<file path="config.mk">
export PLATFORM = sky130hd
export DESIGN_NAME = aes_cipher_collector
export DESIGN_NICKNAME = d
export VERILOG_FILES = /design/src/rtl/aes_uart_pkg.sv /design/src/rtl/cipher_capture_regfile.sv /design/src/rtl/aes_cipher_collector.sv
export SDC_FILE = /design/constraint.sdc
export NUM_CORES = 1
export LEC_CHECK = 0
export CAP_MARGIN = 20
export CELL_PAD_IN_SITES_DETAIL_PLACEMENT = 0
export CELL_PAD_IN_SITES_GLOBAL_PLACEMENT = 2
export CORE_UTILIZATION = 27
export DETAILED_ROUTE_END_ITERATION = 10
export GPL_TIMING_DRIVEN = 0
export PLACE_DENSITY_LB_ADDON = 0.15
export RECOVER_POWER = 50
export SYNTH_ARGS = -nofsm -noshare
export SYNTH_HDL_FRONTEND = slang
export SYNTH_SLANG_ARGS = --single-unit
</file>
<file path="constraint.sdc">
create_clock -name clk -period 2.55 [get_ports clk]
set_input_delay 0.51 -clock clk [delete_from_list [all_inputs] [get_ports clk]]
set_output_delay 0.51 -clock clk [all_outputs]
set_load 0.03 [all_outputs]
</file>
<file path="src/rtl/aes_uart_pkg.sv">
// Shared types and sizes for the AES ciphertext collector and its UART-side consumer.
package aes_uart_pkg;

  localparam int AES_BLOCK_BYTES = 16;

  typedef enum logic [1:0] {
    IDLE,
    RUN,
    WAIT_DONE,
    OUT
  } collector_state_t;

endpackage

</file>
<file path="src/rtl/cipher_capture_regfile.sv">
// DEPTH x DATA_W capture storage with two write ports (port 1 wins on a collision),
// a per-element written mask with synchronous clear, and a flat read-out.
module cipher_capture_regfile #(
  parameter int DATA_W = 8,
  parameter int DEPTH  = 16,
  parameter int ADDR_W = 7
) (
  input  logic                     clk,
  input  logic                     reset_n,
  input  logic                     clr_mask,
  input  logic                     en,
  input  logic                     ce0,
  input  logic                     we0,
  input  logic [ADDR_W-1:0]        addr0,
  input  logic [DATA_W-1:0]        d0,
  input  logic                     ce1,
  input  logic                     we1,
  input  logic [ADDR_W-1:0]        addr1,
  input  logic [DATA_W-1:0]        d1,
  output logic [DATA_W*DEPTH-1:0]  data_flat,
  output logic [DEPTH-1:0]         mask_next,
  output logic                     bad_addr
);

  logic [DEPTH-1:0][DATA_W-1:0] mem;
  logic [DEPTH-1:0]             mask;
  logic [DEPTH-1:0]             hit0;
  logic [DEPTH-1:0]             hit1;
  logic                         wr0;
  logic                         wr1;

  assign wr0 = en & ce0 & we0;
  assign wr1 = en & ce1 & we1;

  // Out-of-range addresses never match an element, so they are dropped here.
  always_comb begin
    hit0 = '0;
    hit1 = '0;
    for (int k = 0; k < DEPTH; k++) begin
      hit0[k] = wr0 && (int'(addr0) == k);
      hit1[k] = wr1 && (int'(addr1) == k);
    end
  end

  assign bad_addr  = (wr0 && (int'(addr0) >= DEPTH)) || (wr1 && (int'(addr1) >= DEPTH));
  assign mask_next = clr_mask ? '0 : (mask | hit0 | hit1);

  always_ff @(posedge clk) begin
    if (!reset_n) begin
      mem  <= '0;
      mask <= '0;
    end else begin
      mask <= mask_next;
      for (int k = 0; k < DEPTH; k++) begin
        if (hit1[k])      mem[k] <= d1;
        else if (hit0[k]) mem[k] <= d0;
      end
    end
  end

  assign data_flat = mem;

endmodule

</file>
<file path="src/rtl/aes_cipher_collector.sv">
// Starts one AES encryption, captures the ciphertext written on the core's two memory ports,
// and offers the block on a valid/ready handshake. Optional watchdog: AES_COLLECT_TIMEOUT_EN.
module aes_cipher_collector
  import aes_uart_pkg::*;
#(
  parameter int DATA_W         = 8,
  parameter int DEPTH          = AES_BLOCK_BYTES,
  parameter int ADDR_W         = 7,
  parameter int TIMEOUT_CYCLES = 4096
) (
  input  logic                    clk,
  input  logic                    reset_n,
  input  logic                    start,
  output logic                    ap_start,
  input  logic                    ap_ready,
  input  logic                    ap_done,
  input  logic                    cipher_text_ce0,
  input  logic                    cipher_text_we0,
  input  logic [ADDR_W-1:0]       cipher_text_address0,
  input  logic [DATA_W-1:0]       cipher_text_d0,
  input  logic                    cipher_text_ce1,
  input  logic                    cipher_text_we1,
  input  logic [ADDR_W-1:0]       cipher_text_address1,
  input  logic [DATA_W-1:0]       cipher_text_d1,
  output logic [DATA_W*DEPTH-1:0] data_combined,
  output logic                    o_valid,
  input  logic                    o_ready,
  output logic                    busy,
  output logic                    err_incomplete,
  output logic                    err_addr,
  output logic                    timeout
);

  // state     | meaning
  // IDLE      | waiting for start
  // RUN       | ap_start high until ap_ready; writes already captured
  // WAIT_DONE | capturing writes until ap_done
  // OUT       | block presented on o_valid until o_ready
  collector_state_t state, state_nxt;

  logic             start_acc;
  logic             capture;
  logic             leave_wait;
  logic             tmo;
  logic             bad_addr;
  logic [DEPTH-1:0] mask_next;

  assign start_acc = (state == IDLE) && start;
  assign capture   = (state == RUN) || (state == WAIT_DONE);

`ifdef AES_COLLECT_TIMEOUT_EN
  logic [31:0] wd_cnt;

  always_ff @(posedge clk) begin
    if (!reset_n)       wd_cnt <= '0;
    else if (start_acc) wd_cnt <= '0;
    else if (capture)   wd_cnt <= wd_cnt + 32'd1;
  end

  assign tmo = capture && (wd_cnt == 32'(TIMEOUT_CYCLES - 1));
`else
  // No watchdog: constant 0 (the comparison is never true).
  assign tmo = (TIMEOUT_CYCLES < 0);
`endif

  always_ff @(posedge clk) begin
    if (!reset_n) state <= IDLE;
    else          state <= state_nxt;
  end

  always_comb begin
    state_nxt = state;
    case (state)
      IDLE:      if (start) state_nxt = RUN;
      RUN: begin
        if (tmo)           state_nxt = IDLE;
        else if (ap_ready) state_nxt = WAIT_DONE;
      end
      WAIT_DONE: begin
        if (tmo)          state_nxt = IDLE;
        else if (ap_done) state_nxt = OUT;
      end
      OUT:       if (o_ready) state_nxt = IDLE;
      default:   state_nxt = IDLE;
    endcase
  end

  assign leave_wait = (state == WAIT_DONE) && (state_nxt != WAIT_DONE);

  // mask_next includes writes landing in the ap_done cycle itself.
  always_ff @(posedge clk) begin
    if (!reset_n) begin
      err_incomplete <= 1'b0;
      err_addr       <= 1'b0;
    end else if (start_acc) begin
      err_incomplete <= 1'b0;
      err_addr       <= 1'b0;
    end else begin
      if (bad_addr)                         err_addr       <= 1'b1;
      if (leave_wait && (mask_next != '1))  err_incomplete <= 1'b1;
    end
  end

  cipher_capture_regfile #(
    .DATA_W (DATA_W),
    .DEPTH  (DEPTH),
    .ADDR_W (ADDR_W)
  ) u_regfile (
    .clk       (clk),
    .reset_n   (reset_n),
    .clr_mask  (start_acc),
    .en        (capture),
    .ce0       (cipher_text_ce0),
    .we0       (cipher_text_we0),
    .addr0     (cipher_text_address0),
    .d0        (cipher_text_d0),
    .ce1       (cipher_text_ce1),
    .we1       (cipher_text_we1),
    .addr1     (cipher_text_address1),
    .d1        (cipher_text_d1),
    .data_flat (data_combined),
    .mask_next (mask_next),
    .bad_addr  (bad_addr)
  );

  assign ap_start = (state == RUN);
  assign o_valid  = (state == OUT);
  assign busy     = (state != IDLE);
  assign timeout  = tmo;

endmodule

</file>
==> impl_metrics.env <==
export IMPL_endpoint_kind="register"
export IMPL_port_buffers=161
export IMPL_min_period_over_period=1.065
export IMPL_finalCriticalPeriod_ps=2716
export IMPL_synth_top_area_share=0.4195
export IMPL_initial_core_util=0.2781
export IMPL_cts_tree="yes"
export IMPL_min_delay_start="u_regfile.mask[15]"
export IMPL_cts_clk_slew_worst_paths_ps=60
export IMPL_antenna_cells=0
export IMPL_reg2reg_from="state[0]"
export IMPL_syn_area_per_cell_um2=9.532
export IMPL_die_area_um2=26810
export IMPL_hold_path_class="reg2reg"
export IMPL_syn_num_nets=786
export IMPL_synth_seq_area_share=0.4195
export IMPL_cap_violations=0
export IMPL_antenna_found_initial=0
export IMPL_grt_max_degree=17
export IMPL_violations="negative setup slack"
export IMPL_io_pin_count=174
export IMPL_finalWorstSetupSlack_ps=-165.6
export IMPL_crit_start="cipher_text_address0[2]"
export IMPL_critPathKind="in2reg"
export IMPL_firstDrtPassIters=5
export IMPL_cp_start_kind="input pin"
export IMPL_max_freq_ghz=0.3682
export IMPL_p_per_area_nw_per_um2=559.8
export IMPL_clk_latency_ps=430
export IMPL_rsz0062_at_grt="yes"
export IMPL_ys_ff_latch=148
export IMPL_fin_worst_skew_ps=8.824
export IMPL_avgRoutedWirePerCell_um=21.42
export IMPL_cp_max_fo=8
export IMPL_setup_violations=33
export IMPL_die_h_um=163.7
export IMPL_clock_sinks=148
export IMPL_num_vias=6396
export IMPL_yosys_area_top_type="dfxtp_1"
export IMPL_grt_total_usage=0.2050
export IMPL_p_leak_nw=5.505
export IMPL_fp_dieW_um=163.7
export IMPL_antenna_left=0
export IMPL_worst_pin_slew_ps=873.5
export IMPL_maxSlewHeadroom=0.4176
export IMPL_worst_endpoint_arrival_ps=3030
export IMPL_finalMaxSlewViolations=0
export IMPL_hpwl_um=18780
export IMPL_finalNetCount=985
export IMPL_place_congestion=0.7376
export IMPL_area_growth_pct=42.71
export IMPL_drt_iter0_drc=440
export IMPL_placeableCoreArea_um2=25400
export IMPL_root_buffer="clkbuf_16"
export IMPL_holdWs_ps=459.5
export IMPL_avgViaCountPerCell=4.985
export IMPL_htreeDepth=4
export IMPL_ys_top_cells_by_area="dfxtp_1 (42%), o211a_1 (18%), mux2i_1 (17%), nand2_1 (8.0%), clkbuf_1 (3.3%)"
export IMPL_row_count=58
export IMPL_drive_gt1_frac=0.1123
export IMPL_grt_ovfl_total=0
export IMPL_outcome="finished with violations"
export IMPL_required_ps=2870
export IMPL_cts_buffer_depth=2
export IMPL_hold_viol=0
export IMPL_placed_area_um2=9105
export IMPL_cts_buffers=17
export IMPL_synth_area_um2=7063
export IMPL_grt_pass1_wl_um=40090
export IMPL_stdcell_area_um2=10080
export IMPL_synth_cells=741
export IMPL_first_global_vias=6135
export IMPL_ir_drop_v=0.0003355
export IMPL_routed_wl_um=27490
export IMPL_drc=0
export IMPL_synth_cell_types=35
export IMPL_yosysWarnings=0
registers in the layout, indices dropped and copies added, names as in the netlist:
register	count
err_addr	1
err_incomplete	1
u_regfile.mask	16
state	2
u_regfile.data_flat	128
critical path, cell delays in order:
cell and delay, ps:
clkdlybuf4s50_1 420, or4_4 540, buf_4 180, or4_1 410, buf_6 140, and3b_1 180, nor4_2 280, nand4_1 140
a22o_1 220
per-layer routing:
layer / part of all wire / wire length, um / GRT usage
met5: 0 / 0 / 0
met4: 0.0096 / 264 / 0.04082
met3: 0.036 / 999 / 0.03409
met2: 0.48 / 13300 / 0.3426
met1: 0.47 / 12920 / 0.2767
where the power goes:
group	internal (mW)	total [mW]	switching (mW)
clock	1.37	2.50	1.13
sequential	2.35	2.37	0.0201
combinational	0.289	0.779	0.490
total	4.01	5.64	1.64
placed cells by master (no fill, tap or decap), drive strengths merged:
master and n:
clkdlybuf4s50 66, nand2b 2, o21ai 4, nor2b 2, and3 1, a311oi 4, mux2i 120, and2 1
and3b 2, clkinvlp 3, clkbuf 66, nand4b 2, dfxtp 148, or3b 1, a21oi 4, nand2 150
o311a 2, nand4 3, ha 5, clkinv 6, buf 52, a211oi 10, nand3 12, o211a 128
bufinv 1, or4 4, o311ai 1, or4b 3, conb 1, nor2 20, inv 12, nor4 20
nor3 1, a22o 1, dlygate4sd3 94, dlymetal6s2s 1
cell usage after synthesis:
cell,instances
and2_1,1
nand2b_1,2
nor4_1,17
buf_4,2
a21oi_1,4
o211a_1,128
or4_1,4
or4b_4,1
a22o_1,1
a211oi_1,10
mux2i_1,120
conb_1,1
nor4_2,3
a311oi_1,4
nand4_1,3
o311a_1,2
nand2_1,150
and3_1,1
buf_2,9
nor3_1,1
nand3_1,12
dfxtp_1,148
or3b_1,1
nand4b_1,2
inv_1,5
o21ai_0,4
and3b_1,2
buf_1,8
nor2b_1,2
clkinv_1,2
o311ai_0,1
or4b_1,2
ha_1,5
clkbuf_1,63
nor2_1,20
logic make-up after synthesis:
group                    share of synthesized area
adder cells (fa/ha/maj)                   0.008857
AO/OA/AOI/OAI                               0.2080
multiplexers                                0.1701
flip-flops                                  0.4195
AND/OR/NAND/NOR                             0.1431
buffers and inverters                      0.04996
other                                    0.0005309
final cells by class:
type | instances | area (um^2)
Fill cell | 2596 | 15320
Multi-Input combinational cell | 504 | 3852
Sequential cell | 148 | 2965
Timing Repair Buffer | 184 | 1833
Clock buffer | 17 | 425.4
Buffer | 78 | 417.9
Tap cell | 330 | 412.9
Clock inverter | 15 | 146.4
Inverter | 7 | 26.28
per-stage QoR:
step           TNS (ps)  std cells  total power, mW  utilization  setup WS (ps)
6_report          -1406       1283            5.643       0.3968         -165.6
3_5_place_dp    -102250       1232            3.142       0.3585          -1060
2_1_floorplan    -34.94        741            2.835            -         -34.94
5_1_grt           -8409       1283            5.865       0.3968         -259.9
3_3_place_gp    -102710       1232            3.144       0.3585          -1053
4_1_cts           -8436       1276            5.697       0.3918         -240.4
what timing repair did:
item / CTS / global route
pin swaps: 8 / 9
hold buffers: 0 / 0
gates cloned: 0 / 1
setup endpoints to repair: 122 / 113
gates resized for setup: 49 / 36
setup buffers: 14 / 8
final timing paths:
| path | endpoint | slack, ps | cells past startpoint |
|---|---|---|---|
| setup / recovery | err_incomplete | -170 | 9 |
| hold / removal | u_regfile.mask[15] | 460 | 2 |
| setup reg to reg | err_incomplete | -150 | 8 |
| hold reg to reg | u_regfile.mask[15] | 460 | 2 |
Power figures use the tool's default switching activity.
